[src/rtl/pipelined_logic_unit_pkg.sv]
// Shared opcode encoding and widths for the pipelined logic unit.
// Codes 000-011 keep the legacy 2-bit logic-unit meaning.
package pipelined_logic_unit_pkg;

    localparam int unsigned OP_W = 3;

    typedef enum logic [OP_W-1:0] {
        OP_AND    = 3'b000,
        OP_OR     = 3'b001,
        OP_XOR    = 3'b010,
        OP_NOT_A  = 3'b011,
        OP_NAND   = 3'b100,
        OP_NOR    = 3'b101,
        OP_XNOR   = 3'b110,
        OP_PASS_B = 3'b111
    } op_e;

endpackage

[src/rtl/pipelined_logic_unit_logic_op_core.sv]
// Purely combinational bitwise operation core; every opcode is decoded.
module logic_op_core
    import pipelined_logic_unit_pkg::*;
#(
    parameter int unsigned WIDTH = 8
) (
    input  logic [WIDTH-1:0] a,
    input  logic [WIDTH-1:0] b,
    input  op_e              op,
    output logic [WIDTH-1:0] result
);

    always_comb begin
        result = '0;
        case (op)
            OP_AND:    result = a & b;
            OP_OR:     result = a | b;
            OP_XOR:    result = a ^ b;
            OP_NOT_A:  result = ~a;
            OP_NAND:   result = ~(a & b);
            OP_NOR:    result = ~(a | b);
            OP_XNOR:   result = ~(a ^ b);
            OP_PASS_B: result = b;
            default:   result = '0;
        endcase
    end

endmodule

[src/rtl/pipelined_logic_unit.sv]
// Two-stage valid/ready logic unit with zero/parity flags and an accumulate mode
// in which operand a is replaced by the previously delivered result.
module pipelined_logic_unit
    import pipelined_logic_unit_pkg::*;
#(
    parameter int unsigned WIDTH = 8
) (
    input  logic             clk,
    input  logic             reset,
    input  logic             in_valid,
    output logic             in_ready,
    input  logic [WIDTH-1:0] a,
    input  logic [WIDTH-1:0] b,
    input  logic [OP_W-1:0]  op,
    input  logic             use_acc,
    output logic             out_valid,
    input  logic             out_ready,
    output logic [WIDTH-1:0] result,
    output logic             zero,
    output logic             parity
);

    logic             s1_valid;
    logic [WIDTH-1:0] s1_a;
    logic [WIDTH-1:0] s1_b;
    op_e              s1_op;
    logic             s1_use_acc;
    logic [WIDTH-1:0] acc;
    logic [WIDTH-1:0] core_a;
    logic [WIDTH-1:0] core_res;
    logic             s2_free;
    logic             accept;

    // Output register can take a new value when empty or being drained.
    assign s2_free  = !out_valid || out_ready;
    assign in_ready = !s1_valid || s2_free;
    assign accept   = in_valid && in_ready;
    // Beats reach S2 in order, so acc is always the previous beat's result.
    assign core_a   = s1_use_acc ? acc : s1_a;

    logic_op_core #(.WIDTH(WIDTH)) u_core (
        .a      (core_a),
        .b      (s1_b),
        .op     (s1_op),
        .result (core_res)
    );

    // Stage 1: operand capture; an empty S1 accepts even while S2 is stalled.
    always_ff @(posedge clk) begin
        if (reset) begin
            s1_valid   <= 1'b0;
            s1_a       <= '0;
            s1_b       <= '0;
            s1_op      <= OP_AND;
            s1_use_acc <= 1'b0;
        end else if (accept) begin
            s1_valid   <= 1'b1;
            s1_a       <= a;
            s1_b       <= b;
            s1_op      <= op_e'(op);
            s1_use_acc <= use_acc;
        end else if (s2_free) begin
            s1_valid   <= 1'b0;
        end
    end

    // Stage 2: result, flags and accumulator; everything holds while stalled.
    always_ff @(posedge clk) begin
        if (reset) begin
            out_valid <= 1'b0;
            result    <= '0;
            zero      <= 1'b1;
            parity    <= 1'b0;
            acc       <= '0;
        end else if (s2_free) begin
            out_valid <= s1_valid;
            if (s1_valid) begin
                result <= core_res;
                zero   <= ~|core_res;
                parity <= ^core_res;
                acc    <= core_res;
            end
        end
    end

endmodule

[config.mk]
export PLATFORM = sky130hd
export DESIGN_NAME = pipelined_logic_unit
export DESIGN_NICKNAME = d
export VERILOG_FILES = /design/src/rtl/pipelined_logic_unit_pkg.sv /design/src/rtl/pipelined_logic_unit_logic_op_core.sv /design/src/rtl/pipelined_logic_unit.sv
export SDC_FILE = /design/constraint.sdc
export NUM_CORES = 1
export LEC_CHECK = 0
export ABC_AREA = 1
export CORE_AREA = 2 2 68 70
export DETAILED_ROUTE_END_ITERATION = 10
export DIE_AREA = 0 0 70 72
export PLACE_DENSITY = 0.85
export SLEW_MARGIN = 10
export SYNTH_ARGS = -nofsm -noshare
export SYNTH_HDL_FRONTEND = slang
export SYNTH_SLANG_ARGS = --single-unit
[constraint.sdc]
create_clock -name clk -period 2.8 [get_ports clk]
set_clock_uncertainty 0.15 [all_clocks]
set_input_delay 0.42 -clock clk [delete_from_list [all_inputs] [get_ports clk]]
set_output_delay 0.42 -clock clk [all_outputs]
set_load 0.02 [all_outputs]
==> out/results.tsv, run 1 <==
metric	value	unit
total CTS buffers	5	
Yosys cell types	19	
clock net sink count	32	
crit path max fanout	8	
ratio of total power to cell area	514.6	nW/um^2
port buffer count	35	
largest cells by area after synthesis	dfxtp_1, ha_1, nand2_1, o21ai_0, inv_1	
initial core utilization	0.5117	
CTS root buffer	clkbuf_8	
I/O pin total	36	
sequential area share after synthesis	0.2936	
final worst path period share	0.9196	
largest net degree at the start of global routing	19	
Internal	942.4	uW
Reg power frac	0.369	
CTS HTree Levels	2	
Combinational Power Share	0.312	
critical path class	reg -> reg	
LEAKAGE	0.001306	uW
nature of the critical path endpoint	flip-flop	
Clk Latency, worst-skew pair	0.29	ns
cts hold-fix bufs	0	
clock power share	0.319	
die extent in y	72	um
CP max-delay cell	dfxtp_1	
mapped cell area	2182	um^2
Syn Inst Count	336	
total wire length	5.907	mm
most common cell after layout, fill and taps aside	nand2_1	
Yosys warnings	0	
Fmax	388.4	MHz
worst path buffer plus inverter count	3	
final setup vio count	0	
ANT nets after route	0	
Min-Delay Path Class	reg -> reg	
WP data required	2.83	ns
synthesized area per cell	6.494	um^2
layout cell share with drive strength beyond 1	0.06897	
RSZ-0062 raised after global routing	no	
synthesis-to-finish area growth	25.17	%
vias	2317	
cell family with most CP delay	simple AND/OR/NAND/NOR gates	
post-CTS setup repair buffer count	0	
P_sw	463.1	uW
slew margin rel.	0.6704	
Placer Congestion	0.9294	
MaxCap Viol Count	0	
Yosys top cell area share	0.2936	
gr usage total	0.2390	
CTS tree	built	
crit path launch type	flip-flop	
Setup TNS Final	0	ns
status	completed	
nets@finish	420	
Synth area leader	dfxtp_1	
critical path data arrival time	2.61	ns
initial antenna violation count	0	
per-cell routed wire length	13.77	um
Least-Margin Pin Slew	0.4938	ns
grt total ovfl	0	
DRC Markers	0	
die area	5040	um^2
post-synthesis register bit count	32	
fin. max-slew vios	0	
most frequent cells in the layout	nand2_1, inv_1, nor2_1, o21ai_0, clkdlybuf4s50_1	
first drt pass iteration count	4	
vias in the first global route	2111	
diodes inserted	0	
Initial DRC Count	209	
Die W	70	um
fill cell count	371	
first-pass GRT wire length	9.660	mm
Via density	5.401	
Detail Placement HPWL	4.337	mm
Post-CTS Resized	0	
final hold vios	0	
post-layout util	0.6406	
clock period minus worst slack	2.575	ns
syn_nets	380	
slowest stage delay, CP	0.53	ns
Row Count	24	
crit-path cells	inv_1 > nor2_1 > nand2_1 > nor2_1 > nor2_1 > nand3_1 > inv_1 > ha_1 > xnor2_1 > xnor2_1 > o21ai_0 > inv_1	
maximum VDD drop	0.2725	mV
Clock Pin Slew Worst Setup and Hold Paths	0.07	ns
core area	4264	um^2
switching part of the total power	0.3295	
buffer depth of the longest clock path	2	
==> power groups by stage <==
stage | clock network [uW] | logic [uW] | registers, uW
floorplan | 0 | 276 | 534
global placement | 0 | 410 | 525
detailed placement | 0 | 429 | 527
CTS | 454 | 433 | 516
global route | 469 | 489 | 522
finish | 448 | 439 | 518
==> kinds of logic (layout without fill, tap and decap cells) <==
logic type | count (synthesis) | in the layout | share of synthesized area
AO/OA/AOI/OAI | 62 | 62 | 0.1422
AND/OR/NAND/NOR | 151 | 151 | 0.3091
adder cells (fa/ha/maj) | 20 | 20 | 0.1147
buffers and inverters | 68 | 109 | 0.1284
XOR/XNOR | 3 | 3 | 0.01204
flip-flops | 32 | 32 | 0.2936
==> area by class of cell <==
cell class | instances | area, um^2 | area share
Multi-Input combinational cell | 236 | 1261 | 0.4617
Sequential cell | 32 | 641.9 | 0.2350
Timing Repair Buffer | 49 | 455.4 | 0.1667
Inverter | 51 | 195.2 | 0.07146
Clock buffer | 6 | 72.57 | 0.02657
Tap cell | 52 | 65.06 | 0.02382
Clock inverter | 2 | 35.03 | 0.01283
Timing Repair inverter | 1 | 5.005 | 0.001832
==> worst paths after layout <==
path	from	endpoint	slack, ns	cells past startpoint
min	s1_a[1]	s1_a[1]	0.31	2
min reg2reg	s1_a[1]	s1_a[1]	0.31	2
max	s1_op[0]	parity	0.23	12
max reg2reg	s1_op[0]	parity	0.23	12
==> Yosys cell counts, drive strengths merged <==
master and n:
o21ai 38, xor2 1, buf 12, inv 50, nand4 24, nand2 65, a21oi 24, nor2 42
nand3b 7, dfxtp 32, xnor2 2, clkbuf 5, clkinv 1, ha 20, nand3 13
==> worst reg2reg max path, delay by kind of cell, from the launching register on <==
family | cells | cell delay, ns
AOI/OAI and AO/OA | 1 | 0.17
xor gates and xnor gates | 2 | 0.28
adders and majority gates | 1 | 0.30
buffers and inverters | 3 | 0.25
DFF | 1 | 0.53
and+or+nand+nor | 5 | 0.79
==> through the flow <==
step | setup slack (ns) | area [um^2] | hold WS [ns] | instances | power [uW]
final | 0.2251 | 2731 | 0.3063 | 429 | 1406
after detailed placement | 0.2403 | 2614 | 0.2976 | 420 | 955.8
after global routing | 0.02996 | 2731 | 0.3385 | 429 | 1479
after global placement | 0.3377 | 2614 | 0.2948 | 420 | 934.6
after CTS | 0.2154 | 2721 | 0.3072 | 428 | 1403
after floorplan | 0.4263 | 2182 | 0.2790 | 336 | 810.0
==> sequential cells by signal (all words and copies together) (netlist names) <==
signal / flops
acc: 8
s1_valid: 1
parity: 1
s1_a: 8
s1_b: 8
s1_op: 3
s1_use_acc: 1
zero: 1
out_valid: 1
==> per-layer routing <==
layer | global-route usage | share of wire
met1 | 0.2944 | 0.42
met2 | 0.4011 | 0.48
met3 | 0.04444 | 0.065
met5 | 0 | 0
met4 | 0.1239 | 0.030
Note: power is estimated with default switching activity, not from simulation.
==> inputs of run 2 (changes only) <==
Settings changed: REMOVE_ABC_BUFFERS from default to 1, SETUP_SLACK_MARGIN from default to 0.02.
Clock period 2.8 ns to 2.7 ns, I/O delays scaled along.
==> out/results.tsv, run 2 (same netlist as run 1, synthesis figures left out) <==
metric	value	unit	change
nets@finish	424		+0.95%
Clock Pin Slew Worst Setup and Hold Paths	0.07	ns	about the same
Fmax	394.0	MHz	+1.4%
crit-path cells	clkinvlp_4 > nand2_1 > nand2_1 > ha_1 > o21ai_0 > nor2_1 > nand3_1 > inv_1 > ha_1 > xnor2_1 > xnor2_1 > o21ai_0 > inv_1		
Initial DRC Count	244		+17%
crit path max fanout	5		-3
maximum VDD drop	0.3774	mV	+38%
Setup TNS Final	0	ns	unchanged
total CTS buffers	5		unchanged
Clk Latency, worst-skew pair	0.28	ns	about the same
Detail Placement HPWL	4.251	mm	-2.0%
synthesis-to-finish area growth	26.66	%	
vias	2371		+2.3%
area of the multi-input gates	1261	um^2	unchanged
ANT nets after route	0		unchanged
per-cell routed wire length	13.24	um	-3.8%
flop2flop setup slack	0.16	ns	-0.06 ns
crit path launch type	flip-flop		
Tot Pwr	1448	uW	+3.0%
final hold vios	0		unchanged
CP max-delay cell	dfxtp_2		
grt total ovfl	0		unchanged
largest net degree at the start of global routing	42		+23
fill cell count	380		+2.4%
CTS root buffer	clkbuf_8		
worst path buffer plus inverter count	3		unchanged
Die W	70	um	unchanged
port buffer count	35		unchanged
WP depth	13		+1
initial antenna violation count	0		unchanged
Least-Margin Pin Slew	0.4804	ns	-0.01347 ns
cts hold-fix bufs	0		unchanged
WP data required	2.73	ns	-0.10 ns
first-pass GRT wire length	9.584	mm	-0.79%
slowest stage delay, CP	0.39	ns	-0.14 ns
critical path data arrival time	2.57	ns	-0.04 ns
Design Area, Final	2764	um^2	+1.2%
first drt pass iteration count	5		+1
most frequent cells in the layout	nand2_1, inv_1, nor2_1, o21ai_0, clkdlybuf4s50_1		
nature of the critical path endpoint	flip-flop		
die area	5040	um^2	unchanged
layout cell share with drive strength beyond 1	0.07874		+0.009775
CTS tree	built		
CTS HTree Levels	2		unchanged
DRC Markers	0		unchanged
fin. max-slew vios	0		unchanged
die extent in y	72	um	unchanged
total wire length	5.735	mm	-2.9%
Placer Congestion	0.9312		+0.19%
Row Count	24		unchanged
MaxCap Viol Count	0		unchanged
clock period minus worst slack	2.538	ns	-0.03652 ns
Via density	5.476		+1.4%
biggest registers after layout	acc x8, s1_a x8, s1_b x8		
cell family with most CP delay	adder cells		
gr usage total	0.2350		-0.004070
RR Startpoint	s1_use_acc		
clock net sink count	32		unchanged
critical path class	reg -> reg		
vias in the first global route	2098		-0.62%
LEAKAGE	0.001326	uW	+1.5%
core area	4264	um^2	unchanged
Final WS setup	0.1616	ns	-0.06348 ns
worst setup path endpoint	parity		
worst r2r dst	parity		
initial core utilization	0.5117		unchanged
status	completed		
RSZ-0062 raised after global routing	no		
critical path startpoint	s1_use_acc		
final hold slack	0.3126	ns	+0.006346 ns
ratio of total power to cell area	524.0	nW/um^2	+1.8%
final setup vio count	0		unchanged
diodes inserted	0		unchanged
buffer depth of the longest clock path	2		unchanged
Storage cell area	641.9	um^2	unchanged
Placed Area	2644	um^2	+1.1%
slew margin rel.	0.6793		+0.008907
r2r worst-path depth	13		+1
Placement Setup Slack	0.1667	ns	-0.07357 ns
most common cell after layout, fill and taps aside	nand2_1		
Min-Delay Path Class	reg -> reg		
final worst path period share	0.9401		+0.02053
I/O pin total	36		unchanged
run 2: routing by layer:
layer  part of all wire  global-route usage
met5                  0                   0
met2               0.49              0.4222
met4              0.021             0.07051
met1               0.41              0.2802
met3              0.079             0.05556
run 2: power by group:
part	internal (uW)	total, uW	switching (uW)
registers	509	539	29.5
clock network	274	456	182
logic	197	454	257
total	980	1450	468
run 2: layout make-up:
type,instances,area share
clock buffers,6,0.02626
clock inverters,2,0.01268
inverters,51,0.07062
multi-input cells,236,0.4563
flip-flops and latches,32,0.2322
well taps,52,0.02354
repair buffers,53,0.1756
repair inverters,1,0.002716
run 2: stage by stage:
| stage | utilization | cells |
|---|---|---|
| 2_1_floorplan | - | 319 |
| 3_3_place_gp | 0.6200 | 424 |
| 3_5_place_dp | 0.6200 | 424 |
| 4_1_cts | 0.6452 | 432 |
| 5_1_grt | 0.6482 | 433 |
| 6_report | 0.6482 | 433 |
run 2: worst register-to-register path, cell delays in order (launching register included):
cell        delay (ns)
dfxtp_2           0.39
clkinvlp_4        0.15
nand2_1           0.08
nand2_1           0.09
ha_1              0.30
o21ai_0           0.22
nor2_1            0.06
nand3_1           0.10
inv_1             0.05
ha_1              0.30
xnor2_1           0.22
xnor2_1           0.10
o21ai_0           0.16
inv_1             0.05
run 2: how the worst min path moves through the flow:
stage	from	endpoint	slack (ns)	depth (start not counted)
CTS	s1_a[4]	s1_a[4]	0.32	2
floorplan	s1_a[0]	s1_a[0]	0.28	2
global route	s1_a[3]	s1_a[3]	0.34	2
finish	s1_a[4]	s1_a[4]	0.31	2
detailed placement	s1_a[3]	s1_a[3]	0.31	2
global placement	s1_a[2]	s1_a[2]	0.30	2
run 2: timing repair:
item / in CTS / in global routing
buffers inserted: 0 / 0
gates resized for setup: 0 / 3
setup endpoints to repair: 0 / 1
endpoints found under the hold margin: 0 / 0
